===== src/rtl/joy_gun_pkg.sv =====
// Shared types and clamp helper for the joystick-to-gun position integrator.
package joy_gun_pkg;

    typedef enum logic [1:0] {
        IDLE = 2'd0,
        SLOW = 2'd1,
        FAST = 2'd2
    } axis_state_t;

    typedef enum logic {
        DIR_DEC = 1'b0,
        DIR_INC = 1'b1
    } dir_t;

    // Working width of the clamp arithmetic. Positions up to 16 bits are
    // zero-extended into it, so pos + delta can never wrap.
    localparam int CLAMP_W = 17;

    // Move pos by delta in direction dir, saturating at hi (increment)
    // or lo (decrement). Equal lo/hi turns it into "step toward a target".
    function automatic logic [CLAMP_W-1:0] clamp_add(
        input logic [CLAMP_W-1:0] pos,
        input logic [CLAMP_W-1:0] delta,
        input logic [CLAMP_W-1:0] lo,
        input logic [CLAMP_W-1:0] hi,
        input dir_t               dir
    );
        logic [CLAMP_W-1:0] sum;
        logic [CLAMP_W-1:0] res;
        sum = pos + delta;
        if (dir == DIR_INC) begin
            res = (sum > hi) ? hi : sum;
        end else begin
            res = (pos < (lo + delta)) ? lo : (pos - delta);
        end
        return res;
    endfunction

endpackage


===== src/rtl/joy_gun_axis.sv =====
// One integrator axis: acceleration state machine, divider/step counters,
// clamped stepping and analog slew tracking.
module joy_gun_axis
    import joy_gun_pkg::*;
#(
    parameter int POS_W       = 6,
    parameter int POS_MAX     = 62,
    parameter int CENTER      = 31,
    parameter int DIV_SLOW    = 3,
    parameter int ACCEL_STEPS = 8,
    parameter int STEP_FAST   = 2
) (
    input  logic             clk_sys,
    input  logic             reset_n,
    input  logic             strobe,
    input  logic             recenter,
    input  logic             abs_mode,
    input  logic             dec,
    input  logic             inc,
    input  logic [POS_W-1:0] analog,
    output logic [POS_W-1:0] pos,
    output logic             moved
);

    localparam int DIV_W  = (DIV_SLOW > 1) ? $clog2(DIV_SLOW) : 1;
    localparam int STEP_W = $clog2(ACCEL_STEPS + 1);

    localparam logic [DIV_W-1:0]   DIV_LAST   = DIV_W'(DIV_SLOW - 1);
    localparam logic [STEP_W-1:0]  STEP_LAST  = STEP_W'(ACCEL_STEPS);
    localparam logic [CLAMP_W-1:0] MAX_C      = CLAMP_W'(POS_MAX);
    localparam logic [CLAMP_W-1:0] FAST_C     = CLAMP_W'(STEP_FAST);
    localparam logic [CLAMP_W-1:0] ONE_C      = CLAMP_W'(1);
    localparam logic [CLAMP_W-1:0] ZERO_C     = CLAMP_W'(0);
    localparam logic [POS_W-1:0]   CENTER_P   = POS_W'(CENTER);

    axis_state_t         state_q, state_d;
    dir_t                dir_q, dir_d;
    logic [DIV_W-1:0]    div_q, div_d;
    logic [STEP_W-1:0]   steps_q, steps_d;
    logic [POS_W-1:0]    pos_q, pos_d;
    logic                moved_q, moved_d;

    logic                one_s;
    dir_t                req_dir_s;
    logic [CLAMP_W-1:0]  delta_s;
    logic [CLAMP_W-1:0]  pos_c_s;
    logic [CLAMP_W-1:0]  an_c_s;
    logic [CLAMP_W-1:0]  tgt_s;
    dir_t                slew_dir_s;
    logic [POS_W-1:0]    step_pos_s;
    logic [POS_W-1:0]    slew_pos_s;

    assign one_s      = dec ^ inc;
    assign req_dir_s  = inc ? DIR_INC : DIR_DEC;
    assign pos_c_s    = CLAMP_W'(pos_q);
    assign an_c_s     = CLAMP_W'(analog);
    assign tgt_s      = (an_c_s > MAX_C) ? MAX_C : an_c_s;
    assign slew_dir_s = (tgt_s > pos_c_s) ? DIR_INC : DIR_DEC;
    assign step_pos_s = POS_W'(clamp_add(pos_c_s, delta_s, ZERO_C, MAX_C, req_dir_s));
    assign slew_pos_s = POS_W'(clamp_add(pos_c_s, FAST_C, tgt_s, tgt_s, slew_dir_s));

    // Acceleration state machine: picks the step size for this strobe.
    always_comb begin
        state_d = state_q;
        dir_d   = dir_q;
        div_d   = div_q;
        steps_d = steps_q;
        delta_s = ZERO_C;
        if (recenter || (strobe && (abs_mode || !one_s ||
                                    ((state_q != IDLE) && (req_dir_s != dir_q))))) begin
            // Release, chord, reversal, analog mode or recentre all restart.
            state_d = IDLE;
            div_d   = '0;
            steps_d = '0;
        end else if (strobe) begin
            case (state_q)
                IDLE: begin
                    delta_s = ONE_C;
                    dir_d   = req_dir_s;
                    div_d   = '0;
                    steps_d = STEP_W'(1);
                    state_d = (ACCEL_STEPS <= 1) ? FAST : SLOW;
                end
                SLOW: begin
                    if (div_q == DIV_LAST) begin
                        delta_s = ONE_C;
                        div_d   = '0;
                        steps_d = steps_q + STEP_W'(1);
                        state_d = ((steps_q + STEP_W'(1)) == STEP_LAST) ? FAST : SLOW;
                    end else begin
                        div_d   = div_q + DIV_W'(1);
                    end
                end
                FAST: begin
                    delta_s = FAST_C;
                end
                default: begin
                    state_d = IDLE;
                    div_d   = '0;
                    steps_d = '0;
                end
            endcase
        end else begin
            state_d = state_q;
        end
    end

    // Next position: recentre beats analog tracking beats integration.
    always_comb begin
        pos_d = pos_q;
        if (recenter) begin
            pos_d = CENTER_P;
        end else if (strobe && abs_mode) begin
            pos_d = slew_pos_s;
        end else if (strobe) begin
            pos_d = step_pos_s;
        end else begin
            pos_d = pos_q;
        end
        moved_d = (pos_d != pos_q);
    end

    // Axis state and registered outputs.
    always_ff @(posedge clk_sys or negedge reset_n) begin
        if (!reset_n) begin
            state_q <= IDLE;
            dir_q   <= DIR_DEC;
            div_q   <= '0;
            steps_q <= '0;
            pos_q   <= CENTER_P;
            moved_q <= 1'b0;
        end else begin
            state_q <= state_d;
            dir_q   <= dir_d;
            div_q   <= div_d;
            steps_q <= steps_d;
            pos_q   <= pos_d;
            moved_q <= moved_d;
        end
    end

    assign pos   = pos_q;
    assign moved = moved_q;

endmodule


===== src/rtl/joy_gun_integrator.sv =====
// Joystick-to-gun integrator top: tick edge detection and per-axis fan-out.
module joy_gun_integrator
    import joy_gun_pkg::*;
#(
    parameter int N_AXES      = 2,
    parameter int POS_W       = 6,
    parameter int POS_MAX     = 62,
    parameter int CENTER      = 31,
    parameter int DIV_SLOW    = 3,
    parameter int ACCEL_STEPS = 8,
    parameter int STEP_FAST   = 2
) (
    input  logic                    clk_sys,
    input  logic                    reset_n,
    input  logic                    tick,
    input  logic [N_AXES-1:0]       dec,
    input  logic [N_AXES-1:0]       inc,
    input  logic                    recenter,
    input  logic                    abs_mode,
    input  logic [N_AXES*POS_W-1:0] analog,
    output logic [N_AXES*POS_W-1:0] pos,
    output logic [N_AXES-1:0]       moved
);

    logic tick_r;
    logic armed_q;
    logic strobe_s;

    // armed_q stays low until tick has been seen low after reset, so a tick
    // already high at reset release cannot produce a strobe.
    assign strobe_s = tick & ~tick_r & armed_q;

    // Previous tick level and arm flag for the rising-edge strobe.
    always_ff @(posedge clk_sys or negedge reset_n) begin
        if (!reset_n) begin
            tick_r  <= 1'b0;
            armed_q <= 1'b0;
        end else begin
            tick_r  <= tick;
            armed_q <= armed_q | ~tick;
        end
    end

    for (genvar i = 0; i < N_AXES; i++) begin : g_axis
        joy_gun_axis #(
            .POS_W       (POS_W),
            .POS_MAX     (POS_MAX),
            .CENTER      (CENTER),
            .DIV_SLOW    (DIV_SLOW),
            .ACCEL_STEPS (ACCEL_STEPS),
            .STEP_FAST   (STEP_FAST)
        ) u_axis (
            .clk_sys  (clk_sys),
            .reset_n  (reset_n),
            .strobe   (strobe_s),
            .recenter (recenter),
            .abs_mode (abs_mode),
            .dec      (dec[i]),
            .inc      (inc[i]),
            .analog   (analog[i*POS_W +: POS_W]),
            .pos      (pos[i*POS_W +: POS_W]),
            .moved    (moved[i])
        );
    end

endmodule

===== config.mk =====
export PLATFORM = sky130hd
export DESIGN_NAME = joy_gun_integrator
export DESIGN_NICKNAME = d
export VERILOG_FILES = /design/src/rtl/joy_gun_pkg.sv /design/src/rtl/joy_gun_axis.sv /design/src/rtl/joy_gun_integrator.sv
export SDC_FILE = /design/constraint.sdc
export NUM_CORES = 1
export LEC_CHECK = 0
export ABC_AREA = 1
export ABC_CLOCK_PERIOD_IN_PS = 3790
export BUFFER_PORTS_ARGS = -buffer_cell sky130_fd_sc_hd__buf_4
export CORE_MARGIN = 5
export CORE_UTILIZATION = 63
export CTS_CLUSTER_SIZE = 40
export DETAILED_ROUTE_END_ITERATION = 12
export GPL_ROUTABILITY_DRIVEN = 1
export PLACE_DENSITY = 0.94
export SLEW_MARGIN = 5
export SYNTH_ARGS = -nofsm -noshare
export SYNTH_HDL_FRONTEND = slang
export SYNTH_SLANG_ARGS = --single-unit

===== constraint.sdc =====
create_clock -name clk_sys -period 3.79 [get_ports clk_sys]
set_input_delay 0.5685 -clock clk_sys [delete_from_list [all_inputs] [get_ports clk_sys]]
set_output_delay 0.5685 -clock clk_sys [all_outputs]
set_load 0.02 [all_outputs]

Word level (Yosys, flattened, before mapping) --
Index checks and enable logic that the tools add are counted. W data, S select, Z words.
Word-level totals: output and inout bits 14, flip-flop bits (word level) 34, input port bits 21, word-level logic and storage cells 148
Operators by class: $lt $le $gt $ge 12, muxes and demuxes 58, add/subtract/negate cells 14, bitwise logic cells 9, reduce and logical (&&, ||, !) cells 25, equality and inequality tests 16
Operators by type and width (count):
- $mux W6 | 20
- $pmux W17 S3 | 2
- $lt A6 B17 Y1 | 4
- $mux W17 | 4
- $add A17 B2 Y17 const B | 2
- $add A6 B17 Y17 | 2
- $gt A17 B6 Y1 | 2
- $gt A17 B6 Y1 const B | 2
- $mux W2 | 14
- $mux W4 | 6
- $pmux W4 S3 | 2
- $add A6 B2 Y7 const B | 2
- $gt A7 B6 Y1 | 2
- $gt A6 B6 Y1 const B | 2
- $ne A6 B6 Y1 | 2
- $pmux W2 S3 | 2
- $reduce_and A3 Y1 | 4
- $sub A6 B2 Y6 const B | 2
- $sub A6 B6 Y6 | 2
- $add A4 B1 Y4 const B | 2
- $eq A2 B2 Y1 const B | 4
- $eq A4 B4 Y1 const B | 2
- $pmux W2 S2 | 2
- $reduce_bool A2 Y1 | 4
- 15 further kinds | 42

Logic depth before layout (Yosys ltp) --
Gate-level depths: netlist of run 1.
depth in word-level cells 15, gate-level depth with buffers 29, gate-level depth less buffers 29

Cells and area by module --
Synthesis of run 1 repeated with hierarchy kept, for this count alone.
Unflattened totals: cell total of the unflattened synthesis 738, area total of the unflattened synthesis 4898.4 µm²
By module, submodules not included:
- joy_gun_axis (g_axis[1].u_axis) | area an instance 2416.1 µm², times used 1, cells each 366
- joy_gun_axis (g_axis[0].u_axis) | area an instance 2414.8 µm², times used 1, cells each 366
- joy_gun_integrator | area an instance 67.6 µm², times used 1, cells each 6

Least setup slack after synthesis of run 1 --
OpenSTA, ideal clock, no wires.
kind input-to-reg, from input port tick, to register g_axis[1].u_axis.moved_q, required time 3.665 ns, cell stages on the path 22, data arrival time 3.115 ns, setup slack 0.549 ns, path through inv_2 nor2_2 nand2_2 inv_1 buf_2 buf_2 nand2_1 nor3_1 inv_1 ha_1 a21oi_1 nand3_1 nor2_1 nor2_1 a21oi_1 nand2_1 a21oi_1 nand2_1 nand2_1 nand2_1 nor2_1 nand3_1
On the way: longest elaborated chain between the ends 13, elaborated cells between the ends (all ways) 18
RTL lines:
- from (decl) | line joy_gun_integrator.sv:15 | input logic tick,
- $and A1 B1 Y1 (*) (2 in series) | line joy_gun_integrator.sv:31 | assign strobe_s = tick & ~tick_r & armed_q;
- $logic_and A1 B1 Y1 | line joy_gun_axis.sv:69 | if (recenter || (strobe && (abs_mode || !one_s ||
- $logic_or A1 B1 Y1 | line joy_gun_axis.sv:69
- $mux W17 | line joy_gun_axis.sv:69
- $add A6 B17 Y17 | line joy_gun_pkg.sv:30 | sum = pos + delta;
- $gt A17 B6 Y1 | line joy_gun_pkg.sv:32 | res = (sum > hi) ? hi : sum;
- $mux W6 | line joy_gun_pkg.sv:32
- $mux W6 | line joy_gun_pkg.sv:31 | if (dir == DIR_INC) begin
- $mux W6 | line joy_gun_axis.sv:115 | end else if (strobe) begin
- $mux W6 (*) | line joy_gun_axis.sv:113 | end else if (strobe && abs_mode) begin
- $mux W6 (*) | line joy_gun_axis.sv:111 | if (recenter) begin
- via g_axis[1].u_axis.pos_d[3] | line joy_gun_axis.sv:40 | logic [POS_W-1:0] pos_q, pos_d;
- $ne A6 B6 Y1 (*) | line joy_gun_axis.sv:120 | moved_d = (pos_d != pos_q);
- via g_axis[1].u_axis.moved_d | line joy_gun_axis.sv:41 | logic moved_q, moved_d;
- to (signal assigned) | line joy_gun_axis.sv:138 | moved_q <= moved_d;
- to (decl) | line joy_gun_axis.sv:41
The timed path passes the listed nets; every way through them passes the cells marked *. A chain may end at the register's enable or synchronous reset.

Worst setup path after layout of run 1 --
from input port tick, to register g_axis[0].u_axis.moved_q
On the way: longest elaborated chain between the ends 13, elaborated cells between the ends (all ways) 18
RTL lines (line):
- $and A1 B1 Y1 (*) (2 in series) | joy_gun_integrator.sv:31
- $logic_and A1 B1 Y1 | joy_gun_axis.sv:69
- $logic_or A1 B1 Y1 | joy_gun_axis.sv:69
- $mux W17 | joy_gun_axis.sv:69
- $add A6 B17 Y17 | joy_gun_pkg.sv:30
- $gt A17 B6 Y1 | joy_gun_pkg.sv:32
- $mux W6 | joy_gun_pkg.sv:32
- $mux W6 | joy_gun_pkg.sv:31
- $mux W6 | joy_gun_axis.sv:115
- $mux W6 (*) | joy_gun_axis.sv:113
- $mux W6 (*) | joy_gun_axis.sv:111
- via g_axis[0].u_axis.pos_d[2] | joy_gun_axis.sv:40
- $ne A6 B6 Y1 (*) | joy_gun_axis.sv:120
- via g_axis[0].u_axis.moved_d | joy_gun_axis.sv:41
- to (signal assigned) | joy_gun_axis.sv:138
- to (decl) | joy_gun_axis.sv:41
Marks and branches as above.

==> impl_summary.txt, run 1 <==
----------------------------------------------------
[Outcome]
  Status ... finished clean

[Route]
  Final WL ... 12600 µm
  TritonRoute pass-1 iters ... 6
  Via density ... 5.71
  Number of nets still failing antenna checks after routing ... 0
  # DRC ... 0
  Average detailed-routed wire length per instance ... 14.3 µm
  Count of vias placed by the detailed router ... just over 5000
  Starting DRT DRC Count ... 419

[Logic synthesis]
  Sequential fraction of the synthesis area ... between 10% and 20%
  Top cells by area in the synthesized netlist ... sky130_fd_sc_hd__nand2_1 (16%), sky130_fd_sc_hd__ha_1 (13%), sky130_fd_sc_hd__dfrtp_1 (12%), sky130_fd_sc_hd__nand3_1 (9.1%), sky130_fd_sc_hd__inv_1 (7.5%)
  Cell taking the most area after synthesis ... sky130_fd_sc_hd__nand2_1
  Number of flops mapped to enable cells by yosys ... 0
  Post-synth ARST share ... 100%
  Top cells by count, synth ... sky130_fd_sc_hd__nand2_1 (212), sky130_fd_sc_hd__inv_1 (97), sky130_fd_sc_hd__nand3_1 (88)
  Total standard cell area after synthesis ... 0.00483 mm²
  Net count of the mapped netlist ... 833
  Instance count of the mapped netlist ... 758
  Library cell with the highest instance count after synthesis ... sky130_fd_sc_hd__nand2_1
  Most instantiated flip-flop cell in the synthesis netlist ... sky130_fd_sc_hd__dfrtp_1
  Total number of yosys warnings ... 0
  Number of different library cells in the post-synthesis netlist ... 42
  Number of synthesized register bits ... 34
  Area share of the largest cell type after synthesis ... between 10% and 20%
  Mean Syn Cell Area ... 6.37 µm²

[Clock network]
  CTS Buffer Depth ... 2
  CTS tree ... done
  Total setup buffers inserted after CTS ... 0
  Count of hold buffers inserted by post-cts repair ... 0
  Worst-skew pair later-pin latency ... roughly 0.29 ns
  Clock H-tree levels ... 2
  Post-cts gate resize count ... 0
  Master cell of the clock root buffer ... sky130_fd_sc_hd__clkbuf_8
  Number of clock sinks ... 34
  Clock-pin slew reported for the worst setup and hold paths after clock tree synthesis ... 0.07 ns
  TritonCTS buffer count ... 5

[Setup path]
  Slack of the worst reg-to-reg path ... 0.39 ns
  Crit Path Class ... in2reg
  Critical path peak fanout ... 10
  CP arrival ... 3.60 ns
  Type of element capturing the critical path ... flip-flop
  Setup crit start kind ... primary input
  Req. time, crit path ... 3.95 ns
  Crit path from ... tick
  Start of the worst register-to-register path ... g_axis[0].u_axis.state_q[0]

[Timing]
  Setup violations, final ... 0
  Final period util ... between 90% and 100%
  Transition at the pin with the smallest max-transition slack ... 0.525 ns
  Maximum clock skew at final layout ... 0.00418 ns
  Number of hold violations in the final report ... 0
  Top achievable clock speed ... 291 MHz
  Final slew viol count ... 0
  RSZ-0062 raised after global routing ... no
  Post-layout minimum cycle time ... 3.44 ns
  Headroom to the max-slew limit ... between 60 and 70%
  Total Neg Setup Slack ... 0 ns
  Worst hold margin ... approximately 0.22 ns
  PnR worst setup slack ... 0.349 ns

[Global route]
  GRT overflow ... 0
  Number of global-route vias before repair ... between 4000 and 5000
  Number of antenna violations at the first check in global routing ... 0
  GRT Util Overall ... 26.3%
  Wire length of the first global-routing pass ... around 22000 µm
  Pin count of the biggest net entering global routing ... 35

[Flow run]
  Max Cap Viol ... 0

[Placement]
  Total instance count after detailed placement ... just under 900
  Post-placement cell area ... 0.00513 mm²
  Number of I/O port buffers ... 34
  HPWL after DPL ... between 9000 and 10000 µm
  RD Place Congestion ... 0.987
  Worst-case setup slack after placement ... a little under 0.09 ns

[Cells and area]
  Post-route standard cell area excluding fillers ... 0.00521 mm²
  FF+latch area ... 863 µm²
  Count of placed standard cells in the final layout, fillers left out ... 883
  Nets ... 855
  Area taken by multi-input logic gates ... approximately 0.0034 mm²
  Finished Core Util ... 68.5%
  Synthesis-to-layout area growth ... 7.85%
  Filler instances ... 672
  Layout cells sized above 1 ... 15.1%
  Antenna diode count ... 0

[Die]
  Total core area ... 0.00761 mm²
  Floorplan die area ... around 0.0095 mm²
  Horizontal die dimension ... roughly 98 µm
  I/O pin count ... 35
  Initial Utilization ... 63.5%
  Vert. Die Dim ... a little under 100 µm
  Count of standard-cell rows ... 32

[Power]
  Leakage component of the power ... 2.78 nW
  Design Power ... 1.56 mW
  Power density relative to cell area ... roughly 300 mW/mm²
  Worst IR drop on VDD ... 0.000263 V

[Hold path]
  Type of the tightest min-delay check ... in2async

----------------------------------------------------
==> per-layer routing <==
metal / vias to the layer above / GRT usage, % / wire [µm]
li1: 2487 / - / -
met1: 2344 / 34.1 / 5520
met2: 183 / 45.6 / 6110
met3: 27 / 3.16 / 717
met4: 0 / 7.99 / 233
met5: - / 0 / 0
==> area by class of cell <==
cell class	count	share of cell area [%]
clock buffer	7	1.46
timing repair buffer	40	5.76
tap	102	2.45
multi-input combinational	587	65.5
clock inverter	1	0.144
sequential	34	16.6
inverter	112	8.12
==> state kept, by name, indices dropped and copies added (netlist names) <==
register / cells
g_axis.u_axis.pos: 12
g_axis.u_axis.steps_q: 8
g_axis.u_axis.div_q: 4
g_axis.u_axis.state_q: 4
g_axis.u_axis.dir_q: 2
g_axis.u_axis.moved: 2
armed_q: 1
tick_r: 1
==> worst paths after layout <==
path	end	cells after the start
max	g_axis[0].u_axis.moved	28
min	g_axis[0].u_axis.pos[5]	1
max reg2reg	g_axis[0].u_axis.moved	23
min reg2reg	armed_q	1
max in group asynchronous	g_axis[0].u_axis.pos[4]	1
min in group clk_sys	tick_r	1
==> worst max-delay path, cell delays in order <==
cell and delay, ns:
sky130_fd_sc_hd__buf_4 0.12, sky130_fd_sc_hd__inv_2 0.05, sky130_fd_sc_hd__nor2_2 0.03, sky130_fd_sc_hd__nand2_2 0.20, sky130_fd_sc_hd__nor2_8 0.05, sky130_fd_sc_hd__inv_4 0.09, sky130_fd_sc_hd__nand2_2 0.06, sky130_fd_sc_hd__inv_2 0.09
sky130_fd_sc_hd__nand2_1 0.09, sky130_fd_sc_hd__inv_2 0.10, sky130_fd_sc_hd__nand2_2 0.09, sky130_fd_sc_hd__a211oi_1 0.26, sky130_fd_sc_hd__ha_1 0.25, sky130_fd_sc_hd__fa_1 0.44, sky130_fd_sc_hd__inv_1 0.07, sky130_fd_sc_hd__nor2_1 0.03
sky130_fd_sc_hd__nand2_1 0.06, sky130_fd_sc_hd__nor2_1 0.04, sky130_fd_sc_hd__nand3_1 0.07, sky130_fd_sc_hd__nand2_1 0.06, sky130_fd_sc_hd__nand2_2 0.09, sky130_fd_sc_hd__nand3_1 0.10, sky130_fd_sc_hd__a21oi_1 0.26, sky130_fd_sc_hd__nand2_2 0.08
sky130_fd_sc_hd__nand2_1 0.06, sky130_fd_sc_hd__nand2_1 0.05, sky130_fd_sc_hd__nor2_1 0.08, sky130_fd_sc_hd__nand3_1 0.08
==> cells in the final DEF (no fill, tap or decap), types with 2 or more instances in the layout <==
cell	netlist	final
sky130_fd_sc_hd__ha_1	50	50
sky130_fd_sc_hd__a21oi_4	2	2
sky130_fd_sc_hd__a21oi_2	4	4
sky130_fd_sc_hd__nor2_4	2	2
sky130_fd_sc_hd__nand4_2	2	2
sky130_fd_sc_hd__xnor2_1	8	8
sky130_fd_sc_hd__a211oi_1	2	2
sky130_fd_sc_hd__xor2_1	21	21
sky130_fd_sc_hd__nand4_1	20	20
sky130_fd_sc_hd__nor2_2	3	3
sky130_fd_sc_hd__nand3_4	2	2
sky130_fd_sc_hd__inv_1	97	97
sky130_fd_sc_hd__o22ai_1	2	2
sky130_fd_sc_hd__nor3_1	5	5
sky130_fd_sc_hd__a21oi_1	39	39
sky130_fd_sc_hd__o211ai_1	2	2
sky130_fd_sc_hd__clkbuf_8	0	5
sky130_fd_sc_hd__clkbuf_1	13	2
sky130_fd_sc_hd__dfstp_2	10	10
sky130_fd_sc_hd__inv_2	13	13
sky130_fd_sc_hd__o21ai_0	26	26
sky130_fd_sc_hd__dfrtp_1	24	24
sky130_fd_sc_hd__nor2_1	39	39
sky130_fd_sc_hd__nand2_1	212	212
sky130_fd_sc_hd__nand3_1	88	88
sky130_fd_sc_hd__nand2_4	3	3
sky130_fd_sc_hd__or2_2	2	2
sky130_fd_sc_hd__buf_4	7	40
sky130_fd_sc_hd__a21o_1	3	3
sky130_fd_sc_hd__o21ai_1	12	12
sky130_fd_sc_hd__nand3_2	7	7
sky130_fd_sc_hd__nand2_2	20	20
sky130_fd_sc_hd__fa_1	4	4
sky130_fd_sc_hd__a31oi_1	2	2
==> cells by family after synthesis <==
family	synth area share [%]
XOR/XNOR	5.26
flip-flops	17.9
AND/OR/NAND/NOR	39.6
buffers and inverters	11.5
adder cells (fa/ha/maj)	14.6
AO/OA/AOI/OAI	11.1
==> power by group <==
part           internal [mW]  leakage [nW]  switching, mW
combinational          0.299          2.33          0.526
sequential             0.405         0.415         0.0657
clock                  0.130        0.0385          0.133
total                  0.835          2.78          0.725
Note: power is estimated with default switching activity, not from simulation.
==> run 2: changes to the inputs <==
--- a/config.mk
+++ b/config.mk
@@ -5,15 +5,15 @@
 export SDC_FILE = /design/constraint.sdc
 export NUM_CORES = 1
 export LEC_CHECK = 0
-export ABC_AREA = 1
+export ABC_AREA = 0
 export ABC_CLOCK_PERIOD_IN_PS = 3790
 export BUFFER_PORTS_ARGS = -buffer_cell sky130_fd_sc_hd__buf_4
 export CORE_MARGIN = 5
-export CORE_UTILIZATION = 63
+export CORE_UTILIZATION = 62
 export CTS_CLUSTER_SIZE = 40
 export DETAILED_ROUTE_END_ITERATION = 12
 export GPL_ROUTABILITY_DRIVEN = 1
-export PLACE_DENSITY = 0.94
+export PLACE_DENSITY = 0.93
 export SLEW_MARGIN = 5
 export SYNTH_ARGS = -nofsm -noshare
 export SYNTH_HDL_FRONTEND = slang
==> run 2 against run 1 <==
  * Clock power rose by 10%
  * Cell count is 18% lower
  * Global-route usage increased by 4.0 points
  * Via count fell by 1.5%
  * Critical path type is now reg2reg
  * Highest routed layer unchanged
==> impl_summary.txt, run 2 <==
----------------------------------------------------
[Outcome]
  Status ... finished clean

[Power]
  Power density relative to cell area ... 281 mW/mm²
  Comb power frac ... between 40% and 50%
  Leakage component of the power ... 2.35 nW
  Worst IR drop on VDD ... 0.000235 V
  Internal Power ... 0.833 mW
  Proportion of power drawn by the clock network ... around 20%
  Net switching power figure ... 0.614 mW
  Power share of the sequential group ... 30.8%
  Sw frac ... between 40 and 50%

[Setup path]
  Largest stage delay, worst path ... about 0.48 ns
  Critical-path cell with the highest stage delay ... sky130_fd_sc_hd__dfrtp_1
  Type of element capturing the critical path ... flip-flop
  Cells along the critical path ... nor2_2, nor2_1, nor3_2, nor2_1, or3_1, a211oi_2, buf_4, ha_1, fa_1, nand2_1, nor4_1, a32oi_1, buf_4, a31oi_1, a31o_2, xnor2_1, nand4_1
  Crit Path Class ... reg2reg
  Critical path peak fanout ... 7
  CP arrival ... 3.81 ns
  Req. time, crit path ... 3.96 ns
  Sum of buffers and inverters on the critical path ... 2
  Start of the worst register-to-register path ... g_axis[0].u_axis.state_q[0]
  Crit-path leading delay family ... simple AND/OR/NAND/NOR gates
  Slack of the worst reg-to-reg path ... 0.15 ns
  Setup crit start kind ... flip-flop
  Reg2Reg Depth ... 17
  Capturing point of the worst reg2reg path ... g_axis[0].u_axis.moved

[Logic synthesis]
  Number of flops mapped to enable cells by yosys ... 0
  Net count of the mapped netlist ... ~660
  Number of different library cells in the post-synthesis netlist ... between 70 and 80
  Cell taking the most area after synthesis ... sky130_fd_sc_hd__ha_1
  Post-synth ARST share ... 100%
  Instance count of the mapped netlist ... slightly below 600
  Top cells by count, synth ... sky130_fd_sc_hd__ha_1 (50), sky130_fd_sc_hd__nand2_1 (50), sky130_fd_sc_hd__inv_1 (39)
  Sequential fraction of the synthesis area ... 19.0%
  Mean Syn Cell Area ... 7.77 µm²
  Most instantiated flip-flop cell in the synthesis netlist ... sky130_fd_sc_hd__dfrtp_1
  Total standard cell area after synthesis ... 0.00456 mm²
  Top cells by area in the synthesized netlist ... sky130_fd_sc_hd__ha_1 (14%), sky130_fd_sc_hd__dfrtp_1 (13%), sky130_fd_sc_hd__dfstp_2 (5.8%), sky130_fd_sc_hd__xnor2_1 (4.4%), sky130_fd_sc_hd__nand2_1 (4.1%)
  Number of synthesized register bits ... 34
  Area share of the largest cell type after synthesis ... between 10% and 20%
  Total number of yosys warnings ... 0

[Timing]
  Top achievable clock speed ... 275 MHz
  Number of hold violations in the final report ... 0
  Transition at the pin with the smallest max-transition slack ... roughly 0.74 ns
  Maximum clock skew at final layout ... 0.0100 ns
  PnR worst setup slack ... 0.154 ns
  Headroom to the max-slew limit ... 50.4%
  Final slew viol count ... 0
  Setup violations, final ... 0
  Final period util ... 95.9%
  Post-layout minimum cycle time ... 3.64 ns

[Cells and area]
  Flip-flop count of the largest register, all copies and words added ... 12
  Nets ... 701
  Antenna diode count ... 0
  Filler instances ... 598
  Finished Core Util ... between 70% and 80%
  Synthesis-to-layout area growth ... 13.1%
  Layout cells sized above 1 ... 17.4%
  Commonest non-fill, non-tap cells in the layout ... sky130_fd_sc_hd__buf_4 (67), sky130_fd_sc_hd__nand2_1 (50), sky130_fd_sc_hd__ha_1 (50), sky130_fd_sc_hd__inv_1 (39), sky130_fd_sc_hd__nor2_1 (35)
  Leading cell type in the layout, fill and taps excluded ... sky130_fd_sc_hd__buf_4

[Route]
  Count of vias placed by the detailed router ... around 5000
  Final WL ... 13700 µm
  Number of nets still failing antenna checks after routing ... 0
  # DRC ... 0
  Average detailed-routed wire length per instance ... 18.8 µm
  TritonRoute pass-1 iters ... 6
  Starting DRT DRC Count ... 508
  Via density ... 6.84

[Clock network]
  CTS tree ... done
  Clock H-tree levels ... 2
  Number of clock sinks ... 34
  Worst-skew pair later-pin latency ... 0.30 ns
  CTS Buffer Depth ... 2
  TritonCTS buffer count ... 5
  Clock-pin slew reported for the worst setup and hold paths after clock tree synthesis ... 0.08 ns
  Master cell of the clock root buffer ... sky130_fd_sc_hd__clkbuf_8

[Placement]
  Number of I/O port buffers ... 34
  RD Place Congestion ... 0.962
  Worst-case setup slack after placement ... -0.167 ns
  HPWL after DPL ... about 10000 µm

[Global route]
  Pin count of the biggest net entering global routing ... 35
  GRT Util Overall ... 30.3%
  GRT overflow ... 0
  Number of global-route vias before repair ... 4663
  Wire length of the first global-routing pass ... 22100 µm
  Number of antenna violations at the first check in global routing ... 0

[Die]
  Count of standard-cell rows ... 31
  Initial Utilization ... 63.1%
  Horizontal die dimension ... 95.7 µm
  Vert. Die Dim ... 95.7 µm
  I/O pin count ... 35
  Floorplan die area ... 0.00916 mm²
  Total core area ... ~0.007 mm²

[Hold path]
  Type of the tightest min-delay check ... in2async

[Flow run]
  Max Cap Viol ... 0

----------------------------------------------------
==> run 2: worst max-delay path by stage <==
stage	startpoint	endpoint	slack (ns)	depth (start not counted)
after floorplan	inc[1]	g_axis[1].u_axis.moved	0.18	16
after global placement	dec[0]	g_axis[0].u_axis.moved	-0.01	17
after detailed placement	dec[0]	g_axis[0].u_axis.moved	-0.17	17
after CTS	g_axis[0].u_axis.state_q[0]	g_axis[0].u_axis.moved	0.05	16
after global routing	g_axis[0].u_axis.state_q[0]	g_axis[0].u_axis.moved	-0.09	15
final	g_axis[0].u_axis.state_q[0]	g_axis[0].u_axis.moved	0.15	17
==> run 2: kinds of logic after synthesis <==
| group | share of synthesized area [%] |
|---|---|
| flip-flops | 19.0 |
| XOR/XNOR | 5.58 |
| AND/OR/NAND/NOR | 25.0 |
| buffers and inverters | 6.95 |
| AO/OA/AOI/OAI | 25.7 |
| adder cells (fa/ha/maj) | 15.5 |
| multiplexers | 2.42 |
==> run 2: layout make-up <==
cell class / instances / area [µm²] / area share (%)
clock inverter: 1 / 5.00 / 0.0971
multi-input combinational: 475 / 3410 / 66.1
sequential: 34 / 865 / 16.8
inverter: 43 / 161 / 3.13
clock buffer: 7 / 86.3 / 1.68
tap: 99 / 124 / 2.40
timing repair buffer: 67 / 503 / 9.76
==> run 2: layer usage <==
metal | part of all wire [%] | track usage, % | vias to the layer above
met5 | 0 | 0 | -
met4 | 3.9 | 14.2 | 0
met3 | 9.1 | 3.52 | 67
met2 | 48 | 50.7 | 316
met1 | 39 | 39.0 | 2329
li1 | - | - | 2255
==> run 2: repair_timing <==
item	CTS	global route
endpoints found under the setup margin	0	3
resized for setup	0	9
hold buffers	0	0
buffers inserted	0	1
==> run 2: power groups by stage <==
stage          Combinational [mW]  Sequential, mW  Clock (mW)
2_1_floorplan               0.496           0.443           0
3_3_place_gp                0.651           0.448           0
3_5_place_dp                0.682           0.449           0
4_1_cts                     0.686           0.443       0.293
5_1_grt                     0.774           0.451       0.305
6_report                    0.710           0.446       0.290
==> run 2: through the flow <==
stage / setup TNS, ns / std cells / cell area (µm²) / total power [mW] / hold WS, ns
6_report: 0 / 726 / 5150 / 1.45 / 0.211
3_3_place_gp: -0.00988 / 717 / 5020 / 1.10 / 0.483
5_1_grt: -0.0892 / 726 / 5150 / 1.53 / 0.242
3_5_place_dp: -0.250 / 717 / 5020 / 1.13 / 0.512
2_1_floorplan: 0 / 586 / 4560 / 0.938 / 0.273
4_1_cts: 0 / 725 / 5110 / 1.42 / 0.219
